--- config.mk ---
export PLATFORM = sky130hd
export DESIGN_NAME = imem_dmem_arbiter
export DESIGN_NICKNAME = d
export VERILOG_FILES = /design/src/rtl/imem_dmem_arbiter.sv
export SDC_FILE = /design/constraint.sdc
export NUM_CORES = 1
export LEC_CHECK = 0
export BUFFER_PORTS_ARGS = -buffer_cell sky130_fd_sc_hd__buf_2
export CAP_MARGIN = 0
export CORE_AREA = 2 2 86 88
export CTS_BUF_LIST = sky130_fd_sc_hd__clkbuf_4 sky130_fd_sc_hd__clkbuf_8
export CTS_CLUSTER_DIAMETER = 200
export DETAILED_ROUTE_END_ITERATION = 12
export DIE_AREA = 0 0 88 90
export SETUP_SLACK_MARGIN = 0.3
export SYNTH_ARGS = -nofsm -noshare
export SYNTH_HDL_FRONTEND = slang
export SYNTH_SLANG_ARGS = --single-unit
--- constraint.sdc ---
create_clock -name clk1 -period 2.2 [get_ports clk1]
set_clock_uncertainty 0.2 [all_clocks]
set_input_delay 0.11 -clock clk1 [delete_from_list [all_inputs] [get_ports clk1]]
set_output_delay 0.11 -clock clk1 [all_outputs]
set_load 0.05 [all_outputs]
--- src/rtl/imem_dmem_arbiter.sv ---
`default_nettype none
// ============================================================================
//  Module   : imem_dmem_arbiter
//  Purpose  : Single-port memory arbiter for the unified instruction/data
//             memory of the pipelined processor. Three requesters share the
//             port: debug/loader (dbg), MEM-stage load/store (d) and IF-stage
//             fetch (i). Exactly one requester is granted per cycle, and
//             1-cycle-latency read data is returned with a per-requester
//             valid strobe.
//
//             - Normal priority: dbg > d > i.
//             - Fetch starvation guard: once fetch has been denied for
//               STARVE_MAX consecutive cycles, it is ranked above d
//               (never above dbg).
//             - Debug lock: a dbg grant with dbg_lock high moves the
//               arbiter into LOCK. Only dbg is served there, until
//               dbg_lock drops.
//
//  Ports    :
//    clk1                  clock, all state on rising edge
//    rst_n                 asynchronous active-low reset
//    dbg_req/we/addr/wdata debug/loader request
//    d_req/we/addr/wdata   data (MEM stage) request
//    i_req/we/addr         fetch request (i_we is ignored)
//    dbg_gnt/d_gnt/i_gnt   combinational single-cycle grants
//    dbg_rvalid/d_rvalid/i_rvalid  registered read-return strobes
//    dbg_lock              hold exclusive ownership for debug
//    rdata                 shared read data (pass-through of mem_rdata)
//    mem_en/we/addr/wdata  memory port, all zero when nothing is granted
//    mem_rdata             memory read data, one cycle after a read
//    starve_cnt            current fetch-starvation count
//
//  Revision : 1.0  initial release
// ============================================================================
module imem_dmem_arbiter #(
    parameter int AW         = 10,
    parameter int DW         = 32,
    parameter int STARVE_MAX = 4
) (
    input  logic          clk1,
    input  logic          rst_n,

    input  logic          dbg_req,
    input  logic          dbg_we,
    input  logic [AW-1:0] dbg_addr,
    input  logic [DW-1:0] dbg_wdata,
    output logic          dbg_gnt,
    output logic          dbg_rvalid,
    input  logic          dbg_lock,

    input  logic          d_req,
    input  logic          d_we,
    input  logic [AW-1:0] d_addr,
    input  logic [DW-1:0] d_wdata,
    output logic          d_gnt,
    output logic          d_rvalid,

    input  logic          i_req,
    input  logic          i_we,
    input  logic [AW-1:0] i_addr,
    output logic          i_gnt,
    output logic          i_rvalid,

    output logic [DW-1:0] rdata,

    output logic          mem_en,
    output logic          mem_we,
    output logic [AW-1:0] mem_addr,
    output logic [DW-1:0] mem_wdata,
    input  logic [DW-1:0] mem_rdata,

    output logic [3:0]    starve_cnt
);

    localparam logic [3:0] C_STARVE_MAX = 4'(STARVE_MAX);

    typedef enum logic [0:0] {
        ST_RUN  = 1'b0,
        ST_LOCK = 1'b1
    } state_t;

    state_t     state_q, state_d;
    logic [3:0] starve_q, starve_d;
    logic       dbg_rvalid_q, d_rvalid_q, i_rvalid_q;

    logic       w_dbg_gnt, w_d_gnt, w_i_gnt;
    logic       w_starved;

    // Fetch never writes; the port exists only for interface symmetry.
    logic       w_unused_i_we;
    assign w_unused_i_we = i_we;

    assign w_starved = (starve_q == C_STARVE_MAX);

    // ------------------------------------------------------------------
    // Grant selection. Gated by rst_n so that no grant (and therefore no
    // memory access) can escape while reset is held low.
    // ------------------------------------------------------------------
    always_comb begin
        w_dbg_gnt = 1'b0;
        w_d_gnt   = 1'b0;
        w_i_gnt   = 1'b0;
        if (rst_n) begin
            if (dbg_req) begin
                w_dbg_gnt = 1'b1;
            end else if (state_q == ST_RUN) begin
                // A starved fetch outranks data, but never debug.
                if (i_req && w_starved) begin
                    w_i_gnt = 1'b1;
                end else if (d_req) begin
                    w_d_gnt = 1'b1;
                end else if (i_req) begin
                    w_i_gnt = 1'b1;
                end
            end
        end
    end

    // ------------------------------------------------------------------
    // Lock FSM next state. Entering LOCK needs an actual debug grant, so
    // raising dbg_lock alone has no effect.
    // ------------------------------------------------------------------
    always_comb begin
        state_d = state_q;
        case (state_q)
            ST_RUN: begin
                if (w_dbg_gnt && dbg_lock) begin
                    state_d = ST_LOCK;
                end
            end
            ST_LOCK: begin
                if (!dbg_lock) begin
                    state_d = ST_RUN;
                end
            end
            default: state_d = ST_RUN;
        endcase
    end

    // ------------------------------------------------------------------
    // Starvation counter: counts consecutive cycles where fetch asks and
    // is refused, saturating at the threshold. Keeps counting in LOCK so
    // fetch is promoted immediately once the lock is released.
    // ------------------------------------------------------------------
    always_comb begin
        starve_d = starve_q;
        if (!i_req || w_i_gnt) begin
            starve_d = 4'd0;
        end else if (!w_starved) begin
            starve_d = starve_q + 4'd1;
        end
    end

    // ------------------------------------------------------------------
    // Memory port mux, all-zero when idle.
    // ------------------------------------------------------------------
    always_comb begin
        mem_we    = 1'b0;
        mem_addr  = '0;
        mem_wdata = '0;
        if (w_dbg_gnt) begin
            mem_we    = dbg_we;
            mem_addr  = dbg_addr;
            mem_wdata = dbg_wdata;
        end else if (w_d_gnt) begin
            mem_we    = d_we;
            mem_addr  = d_addr;
            mem_wdata = d_wdata;
        end else if (w_i_gnt) begin
            mem_addr  = i_addr;
        end
    end

    assign mem_en = w_dbg_gnt | w_d_gnt | w_i_gnt;

    // ------------------------------------------------------------------
    // State registers. A reset while a read is in flight discards its
    // rvalid strobe.
    // ------------------------------------------------------------------
    always_ff @(posedge clk1 or negedge rst_n) begin
        if (!rst_n) begin
            state_q      <= ST_RUN;
            starve_q     <= 4'd0;
            dbg_rvalid_q <= 1'b0;
            d_rvalid_q   <= 1'b0;
            i_rvalid_q   <= 1'b0;
        end else begin
            state_q      <= state_d;
            starve_q     <= starve_d;
            dbg_rvalid_q <= w_dbg_gnt && !dbg_we;
            d_rvalid_q   <= w_d_gnt && !d_we;
            i_rvalid_q   <= w_i_gnt;
        end
    end

    assign dbg_gnt    = w_dbg_gnt;
    assign d_gnt      = w_d_gnt;
    assign i_gnt      = w_i_gnt;
    assign dbg_rvalid = dbg_rvalid_q;
    assign d_rvalid   = d_rvalid_q;
    assign i_rvalid   = i_rvalid_q;
    assign rdata      = mem_rdata;
    assign starve_cnt = starve_q;

endmodule
`default_nettype wire

# Word level (Yosys, flattened, before mapping)
# Index checks and enable logic that the tools add are counted.
[op_classes] addsub=1 n_eq_ne=2 muxes=25 bitwise_logic=3 n_reduce_logical=8
[op_table] op="$mux 32" count=2
[op_table] op="$mux 10" count=3
[op_table] op="$mux 1" count=17
[op_table] op="$mux 4" count=2
[op_table] op="$add 4x1->4 const B" count=1
[op_table] op="$eq 4x3->1 const B" count=1
[op_table] op="$logic_and 1x1->1" count=4
[op_table] op="$logic_not 1->1" count=3
[op_table] op="$ne 2x1->1 const B" count=1
[op_table] op="$or 1x1->1" count=2
[op_table] op="$pmux 1 s2" count=1
[op_table] op="$logic_or 1x1->1" count=1
[op_table] op="$not 1->1" count=1
[word_totals] regBits=8 out_inout_bits=86

# Longest topological paths before layout
# Gate-level depths: netlist of run 1.
[logic_depth] depth_word=9 ltp_mapped=6 ltp_nobuf=5

# Worst setup path after synthesis of run 1
# No wires, ideal clock.
[synth_path] path_type="register -> output" startpoint="register starve_q[0] (netlist: starve_cnt[0])" endpoint="output port mem_wdata[23]" arrival_ps=2346 path_slack_ps=-456 path_stages_with_launch=7 cell_sequence="dfrtp_1 -> inv_1 -> ha_1 -> and3b_1 -> a211oi_4 -> buf_6 -> a22o_1"
[synth_via] elab_chain_len=8
[synth_rtl] item="start: declaration" line="83" text="logic [3:0] starve_q, starve_d;"
[synth_rtl] item="start signal: assignment" line="189" text="starve_q <= starve_d;"
[synth_rtl] item="$eq 4x3->1" line="93" text="assign w_starved = (starve_q == C_STARVE_MAX);"
[synth_rtl] item="$logic_and 1x1->1" line="108" text="if (i_req && w_starved) begin"
[synth_rtl] item="$mux 1" line="108"
[synth_rtl] item="$mux 1" line="106" text="end else if (state_q == ST_RUN) begin"
[synth_rtl] item="$mux 1" line="104" text="if (dbg_req) begin"
[synth_rtl] item="$mux 1" line="103" text="if (rst_n) begin"
[synth_rtl] item="via d_gnt" line="55" text="output logic d_gnt,"
[synth_rtl] item="$mux 32" line="165" text="end else if (w_d_gnt) begin"
[synth_rtl] item="$mux 32" line="161" text="if (w_dbg_gnt) begin"
[synth_rtl] item="end: declaration" line="69" text="output logic [DW-1:0] mem_wdata,"
# The timed path passes the listed nets, and every way through them passes these cells.

# Final worst setup path of run 1
[layout_path] startpoint="register starve_q[1] (netlist: starve_cnt[1])" endpoint="output port mem_addr[0]"
[layout_via] elab_chain_len=9 elab_cells_between_ends=13 cone_classes="1 x eq/ne; 11 x mux; 1 x reduce/logical"
[layout_rtl] item="$eq 4x3->1 *" line="93"
[layout_rtl] item="$logic_and 1x1->1 *" line="108"
[layout_rtl] item="$mux 1" line="108"
[layout_rtl] item="$mux 1" line="106"
[layout_rtl] item="$mux 1" line="104"
[layout_rtl] item="$mux 1" line="103"
[layout_rtl] item="$mux 10" line="169" text="end else if (w_i_gnt) begin"
[layout_rtl] item="$mux 10 *" line="165"
[layout_rtl] item="$mux 10 *" line="161"
[layout_rtl] item="end: declaration" line="68" text="output logic [AW-1:0] mem_addr,"
# Mark *: on every way between the ends. The rest lies on a longest branch, timed or not.

==> summary.txt, run 1 <==
Power and ir drop
  • P_sw: 0.000499 W
  • Worst ir drop on vdd: 0.138 mV
  • Power density relative to cell area: 420 nW/µm²
  • Net Sw Frac: 43.6%
  • Clock power share: 17.5%
  • Part of the total power dissipated in sequential elements: around 15%
  • Leak Pwr: 1.44 nW
  • Internal power summed over all cells: 0.000644 W
  • Combinational power share: 67.0%

Outcome
  • Failing checks: negative setup slack
  • Run status: finished with violations

Global route
  • Global-route total usage across every layer: between 10% and 20%
  • Number of global-route vias before repair: 1733
  • Initial antenna violation count: 0
  • Total overflow reported by the global router: 0
  • Pin count of the biggest net entering global routing: 23
  • First-pass GRT wire length: ~8000 µm

Detailed routing
  • Via density per instance: 4.39
  • Number of design-rule violations left by the first detailed-router iteration: 25
  • Number of detailed-routing iterations run before antenna repair: 4
  • # DRC: 0
  • Number of nets still failing antenna checks after routing: 0
  • Detailed-route via count: 1654
  • Total detailed-routing wirelength: 5700 µm
  • Routed wire length per instance: about 15 µm

Final layout
  • Register Area: 203 µm²
  • Layout Utilization: around two fifths
  • Ant. Diodes: 0
  • Relative area change from synthesis to final layout: 126%
  • Filler cell count: 695
  • Net count of the finished layout: 416
  • Multi-input combinational cell area: 865 µm²
  • Share of cells above drive strength 1: 85.6%
  • Final instance area: 2720 µm²

Die
  • Floorplan die area: about 7900 µm²
  • Die extent in x: 88 µm
  • Chip Height: 90 µm
  • Initial cell density of the core: 17.1%
  • I/O pin count: 221
  • Cell Rows: 31
  • Area of the placeable core: 7020 µm²

Placement
  • Final HPWL DP: 3930 µm
  • Count of buffers inserted at the top-level ports: 155
  • Placement Setup Slack: 18.8 ps
  • GP Congestion: 0.768
  • Post-detailed-placement cell area: 2060 µm²

Run
  • Max capacitance violation total: 0

Critical path
  • Timing startpoint of the critical path: starve_cnt[1]
  • Crit Path Max Fanout: 11
  • Required time worst endpoint: about 1900 ps
  • Launch instance of the worst register-to-register path: state_q
  • CP startpoint kind: register
  • WS Path Type: reg -> out
  • Arrival time worst endpoint: 1960 ps
  • Type of element capturing the critical path: output pin

Hold path
  • Worst hold path startpoint: i_req
  • Kind of path behind the tightest hold check: in -> reg

Timing
  • Worst path setup slack after routing: -66.4 ps
  • Post-route minimum period: 2270 ps
  • Max Fclk: ~0.44 GHz
  • Number of pins exceeding their max-slew limit in the final report: 0
  • Number of endpoints with negative hold slack in the final report: 0
  • RSZ-0062 raised after global routing: yes
  • Measured slew at the worst slew-check pin: roughly 420 ps
  • Setup TNS: -1400 ps
  • Final number of setup-violating endpoints: 42
  • Period Utilization, post-route: 103%
  • Worst max-slew margin expressed relative to the limit: a little under three quarters

Logic synthesis
  • Top cell type by total area after synthesis: sky130_fd_sc_hd__a22o_1
  • Leading post-synthesis cells by cell area: sky130_fd_sc_hd__a22o_1 24%, sky130_fd_sc_hd__buf_4 20%, sky130_fd_sc_hd__dfrtp_1 17%
  • #FFs+latches synth: 8
  • Number of nets produced by synthesis: 269
  • Syn Std Cell Area: approximately 1200 µm²
  • Syn. warnings: 0
  • Cell count after synthesis: 132
  • Yosys top cell area share: 24.0%
  • Mean cell area of the mapped netlist: 9.11 µm²
  • Synth cell types: 29
  • Part of the Yosys area used for sequential elements: 16.6%

Clock tree
  • Clock tree from TritonCTS: yes
  • Clock Latency Late Sink: 230 ps
  • Clock buffer depth: 2
  • Number of clock buffers inserted by TritonCTS: 3
  • CTS root buf: sky130_fd_sc_hd__clkbuf_8
  • Clock transition at path regs: 40 ps
  • Count of H-tree levels built during CTS: 1
  • Sinks on the clock net: 8
==> sequential cells by signal (all words and copies together) (netlist names) <==
name,cells
state_q,1
d_rvalid,1
dbg_rvalid,1
starve_cnt,4
i_rvalid,1
==> Yosys cell counts, drive strengths merged <==
cell type,instances
nor2b,1
buf,37
a221o,10
and2,1
and3b,1
o21ai,1
nand3b,1
o32ai,1
nand3,1
o21a,1
inv,4
dfrtp,8
xnor2,1
xor2,1
nor3,1
a22o,33
a2111oi,1
ha,2
o22ai,1
nand2,4
and3,10
or3b,1
or3,1
clkbuf,6
and2b,1
a211oi,2
==> path summary, 6_finish.rpt <==
check / slack [ps] / depth (start not counted) / end
min: 10 / 3 / starve_cnt[0]
min reg2reg: 380 / 3 / starve_cnt[0]
max reg2reg: 330 / 7 / starve_cnt[2]
max in group asynchronous: 1120 / 3 / starve_cnt[0]
max: -70 / 8 / mem_addr[0]
min in group asynchronous: 360 / 3 / state_q
==> metal layers <==
layer,up-vias,global-route usage (%),wire [µm]
li1,775,-,-
met1,755,12.1,1890
met2,112,26.3,3240
met3,12,2.66,521
met4,0,2.69,46
met5,-,0,0
==> cell usage in the layout, fill, tap and decap left out, types with 2 or more instances in the layout <==
cell type                         n
sky130_fd_sc_hd__dfrtp_1          6
sky130_fd_sc_hd__dlygate4sd3_1    5
sky130_fd_sc_hd__clkbuf_16        2
sky130_fd_sc_hd__clkbuf_8         3
sky130_fd_sc_hd__buf_6           35
sky130_fd_sc_hd__inv_1            2
sky130_fd_sc_hd__a221o_2         10
sky130_fd_sc_hd__and3_1          10
sky130_fd_sc_hd__inv_2            2
sky130_fd_sc_hd__a22o_2          15
sky130_fd_sc_hd__dfrtp_2          2
sky130_fd_sc_hd__buf_4           15
sky130_fd_sc_hd__buf_12           3
sky130_fd_sc_hd__a22o_4          18
sky130_fd_sc_hd__buf_8           15
sky130_fd_sc_hd__nand2_1          4
sky130_fd_sc_hd__buf_2          109
==> critical path, cell delays in order, from the launching register on <==
cell                        delay [ps]
sky130_fd_sc_hd__dfrtp_2           400
sky130_fd_sc_hd__inv_2              80
sky130_fd_sc_hd__ha_4              140
sky130_fd_sc_hd__and3b_2           220
sky130_fd_sc_hd__a211oi_4           70
sky130_fd_sc_hd__buf_6             150
sky130_fd_sc_hd__clkbuf_16         170
sky130_fd_sc_hd__a221o_2           350
sky130_fd_sc_hd__buf_8             150
==> final cells by class <==
type | instances | area share, %
clock buffers | 4 | 1.79
inverters | 4 | 0.552
multi-input cells | 77 | 31.8
flip-flops and latches | 8 | 7.45
well taps | 99 | 4.55
repair buffers | 185 | 53.9
==> per-stage QoR <==
step,instances,power (W),hold slack [ps]
2_1_floorplan,132,0.000750,-386
3_3_place_gp,354,0.000785,-110
3_5_place_dp,354,0.000789,-113
4_1_cts,373,0.00111,6.20
5_1_grt,377,0.00120,12.2
6_report,377,0.00114,11.0
==> cells by family (layout without fill, tap and decap cells) <==
family          after synthesis  in the layout  synth area share (%)
compound gates               50             50                  40.1
buf+inv                      47            193                  27.8
simple gates                 23             23                  12.0
flops                         8              8                  16.6
fa+ha+maj                     2              2                  2.08
xor+xnor                      2              2                  1.46
==> power groups by stage <==
stage                     clock network, W  logic, W  registers (W)
after floorplan                          0  0.000523       0.000227
after global placement                   0  0.000608       0.000177
after detailed placement                 0  0.000611       0.000178
after CTS                         0.000204  0.000730       0.000176
after global routing              0.000215  0.000807       0.000177
final                             0.000200  0.000766       0.000176
==> repair_timing <==
item | CTS | global route
hold buffers | 5 | 0
endpoints found under the setup margin | 47 | 47
pin swaps | 1 | 1
setup buffers | 9 | 2
endpoints found under the hold margin | 12 | 0
gates cloned | 1 | 2
gates resized for setup | 107 | 12
Note: power is estimated with default switching activity, not from simulation.
==> run 2, diff against run 1 <==
--- a/config.mk
+++ b/config.mk
@@ -7,5 +7,4 @@
 export LEC_CHECK = 0
 export BUFFER_PORTS_ARGS = -buffer_cell sky130_fd_sc_hd__buf_2
-export CAP_MARGIN = 0
 export CORE_AREA = 2 2 86 88
 export CTS_BUF_LIST = sky130_fd_sc_hd__clkbuf_4 sky130_fd_sc_hd__clkbuf_8
@@ -17,2 +16,3 @@
 export SYNTH_HDL_FRONTEND = slang
 export SYNTH_SLANG_ARGS = --single-unit
+export TNS_END_PERCENT = 30
==> constraint.sdc (replaced) <==
create_clock -name clk1 -period 2.2 [get_ports clk1]
set_clock_uncertainty 0.2 [all_clocks]
set_input_delay 0.66 -clock clk1 [delete_from_list [all_inputs] [get_ports clk1]]
set_output_delay 0.66 -clock clk1 [all_outputs]
set_load 0.05 [all_outputs]
==> run 2 against run 1 <==
Effect of this change:
- the flow still finishes with violations (negative setup slack)
- maximum frequency is 21% lower
- largest cell class unchanged
- final area is 0.92% lower
- hold slack better by 84 ps
- sequential share of layout area grew 0.069 points
- via count rose by 0.24%
==> summary.txt, run 2 (synthesis results as in run 1) <==
Die
  • Chip Height: 90 µm (unchanged)
  • Cell Rows: 31 (unchanged)
  • Area of the placeable core: 7020 µm² (unchanged)
  • I/O pin count: 221 (unchanged)
  • Floorplan die area: 7920 µm² (unchanged)
  • Initial cell density of the core: 17.1% (unchanged)
  • Die extent in x: 88 µm (unchanged)

Power and ir drop
  • Internal power summed over all cells: 0.000650 W (+0.89%)
  • Part of the total power dissipated in sequential elements: 15.1% (-0.3 points)
  • Power density relative to cell area: 428 nW/µm² (+2.0%)
  • Worst ir drop on vdd: 0.156 mV (+13%)
  • Net Sw Frac: 43.7% (+0.076 points)
  • Total design power: 0.00115 W (+1.0%)
  • P_sw: 0.000505 W (+1.2%)
  • Combinational power share: 67.2% (+0.2 points)
  • Leak Pwr: 1.44 nW (-0.44%)
  • Clock power share: 17.7% (+0.2 points)

Global route
  • Pin count of the biggest net entering global routing: 29 (+26%)
  • Global-route total usage across every layer: 13.0% (+0.34 points)
  • Initial antenna violation count: 0 (unchanged)
  • Most heavily used metal layer in global routing: met2
  • Met3 layer usage reported by global route: 3.03% (+0.37 points)
  • Met2 layer usage reported by global route: 25.7% (-0.57 points)
  • First-pass GRT wire length: 8050 µm (+0.17%)
  • Met1 Track Usage GR: 12.2% (+0.12 points)
  • Total overflow reported by the global router: 0 (unchanged)
  • Number of global-route vias before repair: 1761 (+1.6%)

Critical path
  • Max incr delay on CP: 400 ps (about the same)
  • CP startpoint kind: input port
  • Cell type of the slowest stage on the worst timing path: sky130_fd_sc_hd__or3b_4
  • Required time worst endpoint: 1340 ps (-550 ps)
  • Reg-to-reg endpoint: d_rvalid
  • Type of element capturing the critical path: output pin
  • Worst path most repeated cell: sky130_fd_sc_hd__buf_6
  • WS Path Type: in -> out
  • Worst setup path endpoint: mem_we
  • Reg2reg setup slack: 270 ps (-60 ps)
  • Launch instance of the worst register-to-register path: starve_cnt[0]
  • Register-to-Register Path Depth: 8 (+1)
  • Ordered cell list for the critical path: buf_6, or3b_4, a211oi_4, buf_6, clkbuf_16, a22o_2, buf_6
  • Arrival time worst endpoint: 2020 ps (+60 ps)
  • Crit Path Max Fanout: 5 (-6)
  • Timing startpoint of the critical path: dbg_req

Final layout
  • Commonest non-fill, non-tap cell in the layout: sky130_fd_sc_hd__buf_2
  • Share of cells above drive strength 1: 87.3% (+1.7 points)
  • Most frequent cells in the layout: 105 x sky130_fd_sc_hd__buf_2, 29 x sky130_fd_sc_hd__buf_4, 26 x sky130_fd_sc_hd__buf_8
  • Final instance area: 2700 µm² (-0.92%)
  • Net count of the finished layout: 414 (-0.48%)
  • Flip-flop count of the largest register after layout: 4 (unchanged)
  • Relative area change from synthesis to final layout: 124%
  • Ant. Diodes: 0 (unchanged)

Detailed routing
  • Routed wire length per instance: 15.7 µm (+3.8%)
  • Number of design-rule violations left by the first detailed-router iteration: 14 (-44%)
  • Detailed-route via count: 1658 (+0.24%)
  • Via density per instance: 4.42 (+0.78%)
  • # DRC: 0 (unchanged)
  • Total detailed-routing wirelength: 5880 µm (+3.3%)
  • Number of detailed-routing iterations run before antenna repair: 3 (-1)
  • Number of nets still failing antenna checks after routing: 0 (unchanged)

Clock tree
  • Clock transition at path regs: 50 ps (about the same)
  • Count of H-tree levels built during CTS: 1 (unchanged)
  • Clock tree from TritonCTS: yes
  • CTS root buf: sky130_fd_sc_hd__clkbuf_8
  • Clock Latency Late Sink: 240 ps (about the same)
  • Clock buffer depth: 2 (unchanged)
  • Sinks on the clock net: 8 (unchanged)
  • Number of clock buffers inserted by TritonCTS: 3 (unchanged)

Timing
  • Period Utilization, post-route: 131% (+28 points)
  • Worst max-slew margin expressed relative to the limit: 75.7% (+4.1 points)
  • Worst path setup slack after routing: -676 ps (-609 ps)
  • Post-route minimum period: 2880 ps (+609 ps)
  • RSZ-0062 raised after global routing: yes
  • Measured slew at the worst slew-check pin: 365 ps (-59.4 ps)
  • Final number of setup-violating endpoints: 46 (+9.5%)
  • Number of endpoints with negative hold slack in the final report: 0 (unchanged)
  • Number of pins exceeding their max-slew limit in the final report: 0 (unchanged)
  • Max Fclk: 0.348 GHz (-21%)

Run
  • Max capacitance violation total: 0 (unchanged)

Placement
  • Final HPWL DP: 4290 µm (+9.2%)
  • GP Congestion: 0.798 (+3.9%)
  • Count of buffers inserted at the top-level ports: 155 (unchanged)
  • Post-detailed-placement cell area: 2090 µm² (+1.7%)

Outcome
  • Run status: finished with violations
  • Failing checks: negative setup slack

Hold path
  • Kind of path behind the tightest hold check: in -> async
==> run 2: cell types whose count changed in the layout (fill, tap and decap cells not counted), sizes merged <==
cell / previous run / this run
dlygate4sd3: 5 / 0
buf: 178 / 180
clkbuf: 6 / 7
==> run 2: final cells by class <==
type                    count  area (µm²)
well taps                  99         124
repair buffers            183        1460
multi-input cells          77         846
inverters                   4        15.0
flip-flops and latches      8         203
fillers                   705        4330
clock buffers               4        48.8
==> run 2: critical path, delay by kind of cell <==
family | cells | cell delay [ps]
AOI/OAI and AO/OA | 2 | 380
and+or+nand+nor | 1 | 400
buffers and inverters | 4 | 560
==> run 2: what timing repair did <==
item / 4_1_cts / 5_1_grt
hold buffers: 0 / 0
gates resized for setup: 107 / 18
setup endpoints to repair: 47 / 50
gates cloned: 1 / 4
buffers inserted: 2 / 1
pin swaps: 2 / 3
==> run 2: how the worst min path moves through the flow <==
stage                  start             to  slack, ps  cells after the start
2_1_floorplan          rst_n       d_rvalid        160                      0
3_3_place_gp   starve_cnt[0]  starve_cnt[0]        340                      3
3_5_place_dp   starve_cnt[0]  starve_cnt[0]        350                      3
4_1_cts                rst_n        state_q        100                      2
5_1_grt                rst_n  starve_cnt[0]         90                      2
6_report               rst_n  starve_cnt[0]         90                      2
==> run 2: per-layer routing <==
metal	up-vias	part of all wire [%]
met5	-	0
met4	0	1.9
met3	14	9.5
met2	113	56
met1	761	33
li1	770	-
==> run 2: power groups by stage <==
| stage | Combinational [W] | Clock, W | Sequential (W) |
|---|---|---|---|
| floorplan | 0.000521 | 0 | 0.000227 |
| global placement | 0.000628 | 0 | 0.000176 |
| detailed placement | 0.000638 | 0 | 0.000177 |
| CTS | 0.000744 | 0.000213 | 0.000175 |
| global route | 0.000819 | 0.000219 | 0.000177 |
| finish | 0.000776 | 0.000204 | 0.000174 |
==> run 2: metrics by stage <==
step / setup slack (ps) / utilization [%] / std cells / setup TNS [ps] / hold slack (ps)
after global placement: -754 / 29.8 / 363 / -33750 / 339
after CTS: -731 / 36.1 / 370 / -32070 / 96.4
final: -676 / 38.4 / 375 / -29840 / 94.7
after detailed placement: -789 / 29.8 / 363 / -35280 / 351
after floorplan: -608 / - / 132 / -26350 / 164
after global routing: -745 / 38.4 / 375 / -32860 / 90.9
